===== config.mk =====
export PLATFORM = sky130hd
export DESIGN_NAME = dbg_csr_access
export DESIGN_NICKNAME = d
export VERILOG_FILES = /design/src/rtl/dbg_csr_access.sv
export SDC_FILE = /design/constraint.sdc
export NUM_CORES = 1
export LEC_CHECK = 0
export ABC_AREA = 1
export CAP_MARGIN = 20
export CORE_ASPECT_RATIO = 0.7
export CORE_UTILIZATION = 36
export CTS_CLUSTER_DIAMETER = 60
export CTS_CLUSTER_SIZE = 8
export DETAILED_ROUTE_END_ITERATION = 8
export PLACE_DENSITY = 0.77
export SETUP_SLACK_MARGIN = 0.5
export SYNTH_ARGS = -nofsm -noshare
export SYNTH_HDL_FRONTEND = slang
export SYNTH_SLANG_ARGS = --single-unit

===== constraint.sdc =====
create_clock -name sys_clk -period 1.6 [get_ports sys_clk]
set_input_delay 0.4 -clock sys_clk [delete_from_list [all_inputs] [get_ports sys_clk]]
set_output_delay 0.4 -clock sys_clk [all_outputs]
set_load 0.02 [all_outputs]

===== src/rtl/dbg_csr_access.sv =====
// Debug-module abstract register access bridge: routes regno reads/writes to the CSR port or the GPR port.
// Optional GPR access is enabled by defining DBG_GPR_ACCESS_EN; without it the GPR range decodes as invalid.
module dbg_csr_access #(
  parameter int DATA_WIDTH     = 32,
  parameter int REGNO_WIDTH    = 16,
  parameter int TIMEOUT_CYCLES = 16
) (
  input  logic                   sys_clk,
  input  logic                   sys_rst,
  input  logic                   valid_reg_access,
  input  logic                   wr1_rd0,
  input  logic [REGNO_WIDTH-1:0] regno,
  input  logic [DATA_WIDTH-1:0]  write_data,
  output logic                   read_data_valid,
  output logic [DATA_WIDTH-1:0]  read_data,
  output logic                   cmd_err,
  output logic                   busy,
  input  logic                   core_halted,
  output logic                   dbg_csr_req,
  output logic                   dbg_csr_we,
  output logic [11:0]            dbg_csr_addr,
  output logic [DATA_WIDTH-1:0]  dbg_csr_wdata,
  input  logic                   csr_dbg_ack,
  input  logic [DATA_WIDTH-1:0]  csr_dbg_rdata,
  output logic                   dbg_gpr_we,
  output logic [4:0]             dbg_gpr_addr,
  output logic [DATA_WIDTH-1:0]  dbg_gpr_wdata,
  input  logic [DATA_WIDTH-1:0]  gpr_rdata
);

  localparam logic [1:0] ST_IDLE     = 2'd0;
  localparam logic [1:0] ST_CSR_WAIT = 2'd1;
  localparam logic [1:0] ST_RESP     = 2'd2;
  localparam logic [7:0] TIMEOUT_LAST_C = 8'(TIMEOUT_CYCLES - 1);

  logic [1:0]            state_r;
  logic [7:0]            wait_cnt_r;
  logic                  is_read_r;
  logic                  rdv_r;
  logic [DATA_WIDTH-1:0] rd_data_r;
  logic                  err_r;
  logic                  busy_r;
  logic                  csr_req_r;
  logic                  csr_we_r;
  logic [11:0]           csr_addr_r;
  logic [DATA_WIDTH-1:0] csr_wdata_r;
  logic                  gpr_we_r;
  logic [4:0]            gpr_addr_r;
  logic [DATA_WIDTH-1:0] gpr_wdata_r;
  logic                  is_csr_s;
  logic                  is_gpr_s;

  assign is_csr_s = (regno >> 12) == {REGNO_WIDTH{1'b0}};

`ifdef DBG_GPR_ACCESS_EN
  assign is_gpr_s = (regno >> 5) == REGNO_WIDTH'(12'h080);
  // Address leads combinationally in IDLE so gpr_rdata can be captured on the accepting edge.
  assign dbg_gpr_addr  = (state_r != ST_IDLE) ? gpr_addr_r :
                         (valid_reg_access && is_gpr_s && !sys_rst) ? regno[4:0] : 5'd0;
  assign dbg_gpr_we    = gpr_we_r;
  assign dbg_gpr_wdata = gpr_wdata_r;
`else
  logic unused_gpr_s;
  assign is_gpr_s      = 1'b0;
  assign dbg_gpr_addr  = 5'd0;
  assign dbg_gpr_we    = 1'b0;
  assign dbg_gpr_wdata = {DATA_WIDTH{1'b0}};
  assign unused_gpr_s  = ^{gpr_we_r, gpr_addr_r, gpr_wdata_r};
`endif

  // Access FSM: decode, CSR handshake with timeout, and single-cycle response pulses.
  always_ff @(posedge sys_clk) begin
    if (sys_rst) begin
      state_r     <= ST_IDLE;
      wait_cnt_r  <= 8'd0;
      is_read_r   <= 1'b0;
      rdv_r       <= 1'b0;
      rd_data_r   <= {DATA_WIDTH{1'b0}};
      err_r       <= 1'b0;
      busy_r      <= 1'b0;
      csr_req_r   <= 1'b0;
      csr_we_r    <= 1'b0;
      csr_addr_r  <= 12'd0;
      csr_wdata_r <= {DATA_WIDTH{1'b0}};
      gpr_we_r    <= 1'b0;
      gpr_addr_r  <= 5'd0;
      gpr_wdata_r <= {DATA_WIDTH{1'b0}};
    end else begin
      rdv_r    <= 1'b0;
      err_r    <= 1'b0;
      gpr_we_r <= 1'b0;
      case (state_r)
        ST_IDLE: begin
          if (valid_reg_access) begin
            is_read_r <= ~wr1_rd0;
            busy_r    <= 1'b1;
            if (!core_halted || !(is_csr_s || is_gpr_s)) begin
              state_r <= ST_RESP;
              err_r   <= 1'b1;
              if (!wr1_rd0) begin
                rdv_r     <= 1'b1;
                rd_data_r <= {DATA_WIDTH{1'b0}};
              end
            end else if (is_csr_s) begin
              state_r     <= ST_CSR_WAIT;
              wait_cnt_r  <= 8'd0;
              csr_req_r   <= 1'b1;
              csr_we_r    <= wr1_rd0;
              csr_addr_r  <= regno[11:0];
              csr_wdata_r <= write_data;
            end else begin
              state_r    <= ST_RESP;
              gpr_addr_r <= regno[4:0];
              if (wr1_rd0) begin
                gpr_we_r    <= 1'b1;
                gpr_wdata_r <= write_data;
              end else begin
                rdv_r     <= 1'b1;
                rd_data_r <= gpr_rdata;
              end
            end
          end
        end
        ST_CSR_WAIT: begin
          err_r <= valid_reg_access;
          // Ack is tested first so an ack on the final wait cycle beats the timeout.
          if (csr_dbg_ack) begin
            state_r   <= ST_RESP;
            csr_req_r <= 1'b0;
            if (is_read_r) begin
              rdv_r     <= 1'b1;
              rd_data_r <= csr_dbg_rdata;
            end
          end else if (wait_cnt_r == TIMEOUT_LAST_C) begin
            state_r   <= ST_RESP;
            csr_req_r <= 1'b0;
            err_r     <= 1'b1;
            if (is_read_r) begin
              rdv_r     <= 1'b1;
              rd_data_r <= {DATA_WIDTH{1'b0}};
            end
          end else begin
            wait_cnt_r <= wait_cnt_r + 8'd1;
          end
        end
        ST_RESP: begin
          err_r   <= valid_reg_access;
          state_r <= ST_IDLE;
          busy_r  <= 1'b0;
        end
        default: begin
          state_r   <= ST_IDLE;
          busy_r    <= 1'b0;
          csr_req_r <= 1'b0;
        end
      endcase
    end
  end

  assign read_data_valid = rdv_r;
  assign read_data       = rd_data_r;
  assign cmd_err         = err_r;
  assign busy            = busy_r;
  assign dbg_csr_req     = csr_req_r;
  assign dbg_csr_we      = csr_we_r;
  assign dbg_csr_addr    = csr_addr_r;
  assign dbg_csr_wdata   = csr_wdata_r;

endmodule


## Yosys cells after proc, flatten, opt, wreduce, memory -nomap -nowiden

Index checks and enable logic that the tools add are counted.

- Register bits: 92
- Output and inout port bits: 119
- Word-level logic and storage cells: 85

- $add $sub $neg: 1
- Equality and inequality tests: 13
- Muxes and demuxes: 43
- Bitwise operators: 4
- Reduce and logical (&&, ||, !) cells: 13

Operators with widths:

| kind | number |
|---|---|
| 2-to-1 mux 32 bit | 9 |
| one-hot mux 32 bit (2 select lines) | 1 |
| 2-to-1 mux 8 bit | 5 |
| 2-to-1 mux 1 bit | 17 |
| zero test 16 bit | 1 |
| one-hot mux 8 bit (2 select lines) | 1 |
| != test 2 bit (second input constant) | 6 |
| != test 3 bit (second input constant) | 4 |
| 2-to-1 mux 2 bit | 5 |
| adder 8 x 1 -> 8 bit (second input constant) | 1 |
| == test 8 x 4 -> 1 bit (second input constant) | 1 |
| AND reduction 7 bit | 1 |
| one-hot mux 1 bit (3 select lines) | 2 |
| AND reduction 2 bit | 3 |
| AND reduction 6 bit | 1 |
| AND reduction 5 bit | 1 |
| NOT 1 bit | 4 |
| one-hot mux 1 bit (2 select lines) | 2 |
| one-hot mux 2 bit (2 select lines) | 1 |
| AND reduction 4 bit | 1 |
| == test 2 x 1 -> 1 bit (second input constant) | 1 |
| == test 2 bit (second input constant) | 1 |
| zero test 1 bit | 2 |
| zero test 2 bit | 1 |
| 2 further kinds | 2 |

## Longest topological paths before layout

- Depth after elaboration: 6
- Mapped depth: 11
- Depth with buffers taken out: 9

## Worst setup path after synthesis

Ideal clock, no wire load.

- Path kind: input -> register
- Start point: input port regno[15]
- End point: register csr_addr_r[11], in the netlist dbg_csr_addr[11]
- Setup time: 0.116 ns
- Arrival time: 1.485 ns
- Required time: 1.484 ns
- Path slack: -0.001 ns
- Stages on the path: 8
- Path buffers: 2
- Cells stage by stage: nor2_1 > nand3_2 > nor3_4 > inv_2 > buf_2 > buf_2 > nor2_1 > nor2_1

- Longest elaborated chain between the ends: 5

Ends and longest elaborated chain:

| what | RTL line | source |
|---|---|---|
| start, declared | 12 | `input logic [REGNO_WIDTH-1:0] regno,` |
| zero test 16 bit (*) | 53 | `assign is_csr_s = (regno >> 12) == {REGNO_WIDTH{1'b0}};` |
| zero test 1 bit | 97 | `if (!core_halted \|\| !(is_csr_s \|\| is_gpr_s)) begin` |
| logical OR 1 bit | 97 |  |
| NOT 1 bit (no line) | n/a |  |
| AND reduction 4 bit (no line) (*) | n/a |  |
| end signal, assigned | 109 | `csr_addr_r <= regno[11:0];` |
| end, declared | 45 | `logic [11:0] csr_addr_r;` |

Every way passes the cells marked *; elsewhere a longest branch is shown, timed or not.
A chain may end at the register's enable or synchronous reset.

## Worst setup path in the final report

- Start point: register wait_cnt_r[0]
- End point: register rd_data_r[18], in the netlist read_data[18]

- Longest elaborated chain between the ends: 3

Ends and longest elaborated chain:

| what | RTL line | source |
|---|---|---|
| start, declared | 37 | `logic [7:0] wait_cnt_r;` |
| start signal, assigned | 143 | `wait_cnt_r <= wait_cnt_r + 8'd1;` |
| == test 8 x 4 -> 1 bit | 134 | `end else if (wait_cnt_r == TIMEOUT_LAST_C) begin` |
| != test 3 bit (no line) | n/a |  |
| AND reduction 7 bit (no line) | n/a |  |
| end signal, assigned | 119 | `rd_data_r <= gpr_rdata;` |
| end signal, assigned | 132 | `rd_data_r <= csr_dbg_rdata;` |
| end signal, assigned | 140 | `rd_data_r <= {DATA_WIDTH{1'b0}};` |
| end, declared | 40 | `logic [DATA_WIDTH-1:0] rd_data_r;` |

No other way between the ends.

==> insert_results.sql <==
INSERT INTO impl_metrics (metric_group, metric, value, unit) VALUES
('critical_path', 'critPathLaunchType', 'flop', ''),
('critical_path', 'slowest_stage', 'sky130_fd_sc_hd__dfxtp_4', ''),
('sta', 'finalMaxSlewViolations', '0', ''),
('logic_synthesis', 'synthesis.area_per_instance', '6.71', 'um2'),
('critical_path', 'timing.critical_path.fanout_max', '8', ''),
('logic_synthesis', 'synth_seq_area_share', '40.6', '%'),
('power_and_ir_drop', 'design_power_total', '5.75', 'mW'),
('drt', 'route.final.wire_length', '16100', 'um'),
('sta', 'final.setup_skew', '10.8', 'ps'),
('clocking', 'ctsRootBufferMaster', 'sky130_fd_sc_hd__clkbuf_16', ''),
('logic_synthesis', 'synth_simple_gate_area_share', '29.5', '%'),
('global_route', 'grt_first_pass_wirelength', '22700', 'um'),
('finish', 'synth_to_layout_area_growth', '89.3', '%'),
('finish', 'count_of_nets_after_finishing', '1055', ''),
('floorplanning', 'fp-row-count', '33', ''),
('placed_design', 'post-dp-hpwl', '9850', 'um'),
('placed_design', 'globalplace.congestion', '0.824', ''),
('drt', 'drc', '0', ''),
('critical_path', 'worst_setup_path_type', 'reg2reg', ''),
('floorplanning', 'fp.dieArea', '13100', 'um2'),
('logic_synthesis', 'post_synth_inst_count', '677', ''),
('critical_path', 'gate_family_responsible_for_the_most_delay_along_the_worst_path', 'simple AND/OR/NAND/NOR gates', ''),
('logic_synthesis', 'ff_latch_count_synth', '92', ''),
('logic_synthesis', 'synth_largest_type_area_fraction', '40.6', '%'),
('global_route', 'grt_overflow_total', '0', ''),
('critical_path', 'crit_path_frequent_cell', 'sky130_fd_sc_hd__buf_12', ''),
('power_and_ir_drop', 'ir_drop', '0.000506', 'V'),
('sta', 'report.final.hold_viol_count', '0', ''),
('global_route', 'grt_max_degree', '43', ''),
('logic_synthesis', 'synth.area.top_cells', 'sky130_fd_sc_hd__dfxtp_1 (41%), sky130_fd_sc_hd__nor2_1 (11%), sky130_fd_sc_hd__o21ai_0 (9.2%), sky130_fd_sc_hd__nand3_1 (8.3%), sky130_fd_sc_hd__nand2_1 (7.9%)', ''),
('floorplanning', 'start_util', '37.9', '%'),
('logic_synthesis', 'ys.warnings.count', '0', ''),
('drt', 'drt_iter0_markers', '271', ''),
('placed_design', 'place.detailed.instances', '1021', ''),
('sta', 'timing.hold.ws', '479', 'ps'),
('power_and_ir_drop', 'power.density', '669', 'nW/um2'),
('critical_path', 'critical_path_endpoint_category', 'flop', ''),
('floorplanning', 'die_width', '136', 'um'),
('global_route', 'grt_antenna_before_repair', '0', ''),
('critical_path', 'worstPathRequired', '1840', 'ps'),
('power_and_ir_drop', 'leakage_power_of_the_design', '3.84', 'nW'),
('status', 'run_status', 'completed', ''),
('drt', 'ant_nets', '0', ''),
('global_route', 'number_of_global_route_vias_before_repair', '4532', ''),
('critical_path', 'path_cells', 'ha_4 > nand2_4 > nor2_4 > nand3_2 > nand2_2 > nand3_4 > buf_12 > buf_12 > a21oi_2 > nor2_2', ''),
('sta', 'timing.fmax', '640', 'MHz'),
('sta', 'grt_setup_unrepaired', 'true', ''),
('clocking', 'cts_max_path_buffers', '2', ''),
('clocking', 'numCtsBuffers', '9', ''),
('flow_run', 'max-cap-violations', '0', ''),
('sta', 'final.setup.tns', '0', 'ps'),
('clocking', 'number_of_levels_the_h_tree_was_split_into', '3', ''),
('drt', 'first_pass_iters', '5', ''),
('clocking', 'number_of_hold_buffers_added_after_cts', '0', ''),
('floorplanning', 'io-pin-count', '237', ''),
('sta', 'finalSetupViolations', '0', ''),
('sta', 'post-route-min-period', '1560', 'ps'),
('drt', 'routedWlPerCell', '14.6', 'um'),
('min_path', 'holdCritPathClass', 'reg2reg', ''),
('critical_path', 'crit_buf_inv', '2', ''),
('logic_synthesis', 'synth_xor_xnor_area_share', '0.193', '%'),
('sta', 'fin_crit_sh', '97.7', '%'),
('clocking', 'clock_transition_at_the_registers_of_the_reported_paths', '70', 'ps'),
('global_route', 'groute.usage.overall', '22.4', '%'),
('critical_path', 'cp.arrival', '1800', 'ps'),
('logic_synthesis', 'dominant_combinational_cell_family_by_area_after_synthesis', 'simple AND/OR/NAND/NOR gates', ''),
('critical_path', 'worst_path_largest_cell_delay', '360', 'ps'),
('logic_synthesis', 'synthAdderAreaFrac', '0.276', '%'),
('drt', 'avgViaCountPerCell', '4.76', ''),
('drt', 'dr_total_vias', '5231', ''),
('clocking', 'cts_tree', 'yes', '');
## state kept, by name, summed over array words and instances, names as in the netlist
signal,flops
wait_cnt_r,8
dbg_csr_wdata,32
is_read_r,1
cmd_err,1
dbg_csr_we,1
read_data,32
dbg_csr_req,1
busy,1
state_r,2
dbg_csr_addr,12
read_data_valid,1
## stage by stage
step	worst slack, ps	area (um2)	utilization [%]
detailed placement	-428	6920	57.8
CTS	96.1	7970	66.6
global placement	-370	6920	57.8
finish	36.9	8590	71.8
floorplan	111	4970	-
global route	-52.2	8590	71.8
## path summary, 6_finish.rpt
| check | slack, ps | start | cells past startpoint | end |
|---|---|---|---|---|
| max | 40 | wait_cnt_r[0] | 10 | read_data[18] |
| min reg2reg | 480 | busy | 2 | busy |
| max reg2reg | 40 | wait_cnt_r[0] | 10 | read_data[18] |
| min | 480 | busy | 2 | busy |
## report_power, final
part | switching (mW) | leakage, nW | internal, mW
Combinational | 0.558 | 2.92 | 0.622
Clock | 1.00 | 0.139 | 1.13
Sequential | 0.0612 | 0.787 | 2.38
Total | 1.62 | 3.84 | 4.13
## per-layer routing
metal	routed length (um)	track usage, %	vias up
met4	218	5.83	0
met2	7580	35.4	166
met1	6990	29.1	2417
met5	0	0	-
met3	1290	7.53	21
li1	-	-	2627
## cells in the mapped netlist, drive strengths merged
master  instances
nor2          141
nand2          95
dfxtp          92
o21ai          86
nand3          76
buf            53
inv            45
a21oi          44
clkbuf         31
nor3            2
nor3b           2
a211oi          1
a21o            1
clkinv          1
conb            1
ha              1
nand3b          1
nand4           1
nor4            1
o21bai          1
xor2            1
## cell families after synthesis
kind of cell,count (synthesis)
other,1
XOR/XNOR,1
AND/OR/NAND/NOR,319
adder cells (fa/ha/maj),1
buffers and inverters,130
AO/OA/AOI/OAI,133
flip-flops,92
## worst min-delay path, cell delays in order (launching register included)
cell and delay, ps:
sky130_fd_sc_hd__dfxtp_2 330, sky130_fd_sc_hd__nand3_1 70, sky130_fd_sc_hd__nand2_1 50
## timing repair
action | 4_1_cts | 5_1_grt
endpoints found under the setup margin | 173 | 172
gates cloned | 11 | 2
gates resized for setup | 612 | 155
buffers inserted | 14 | 34
pin swaps | 18 | 40
## layout by cell type, fill, tap and decap left out, drive strengths merged, types with 2 or more instances in the layout
cell type      Yosys  routed
nor2             141     141
o21ai             86      86
clkinv             1       2
a21oi             44      44
dlygate4sd2        0       3
clkdlybuf4s50      0     110
clkbuf            31      16
clkinvlp           0       2
inv               45      48
nand3             76      76
nor3               2       2
buf               53     176
nand2             95      95
conb               1      38
dfxtp             92      92
nor3b              2       2
## layout make-up
class	count	area, um2
well taps	157	196
inverters	46	183
clock inverters	6	55.1
flip-flops and latches	92	1960
fillers	903	3380
multi-input cells	492	2680
repair buffers	295	3290
clock buffers	10	239
No activity file was read; power rests on OpenSTA's default activity.
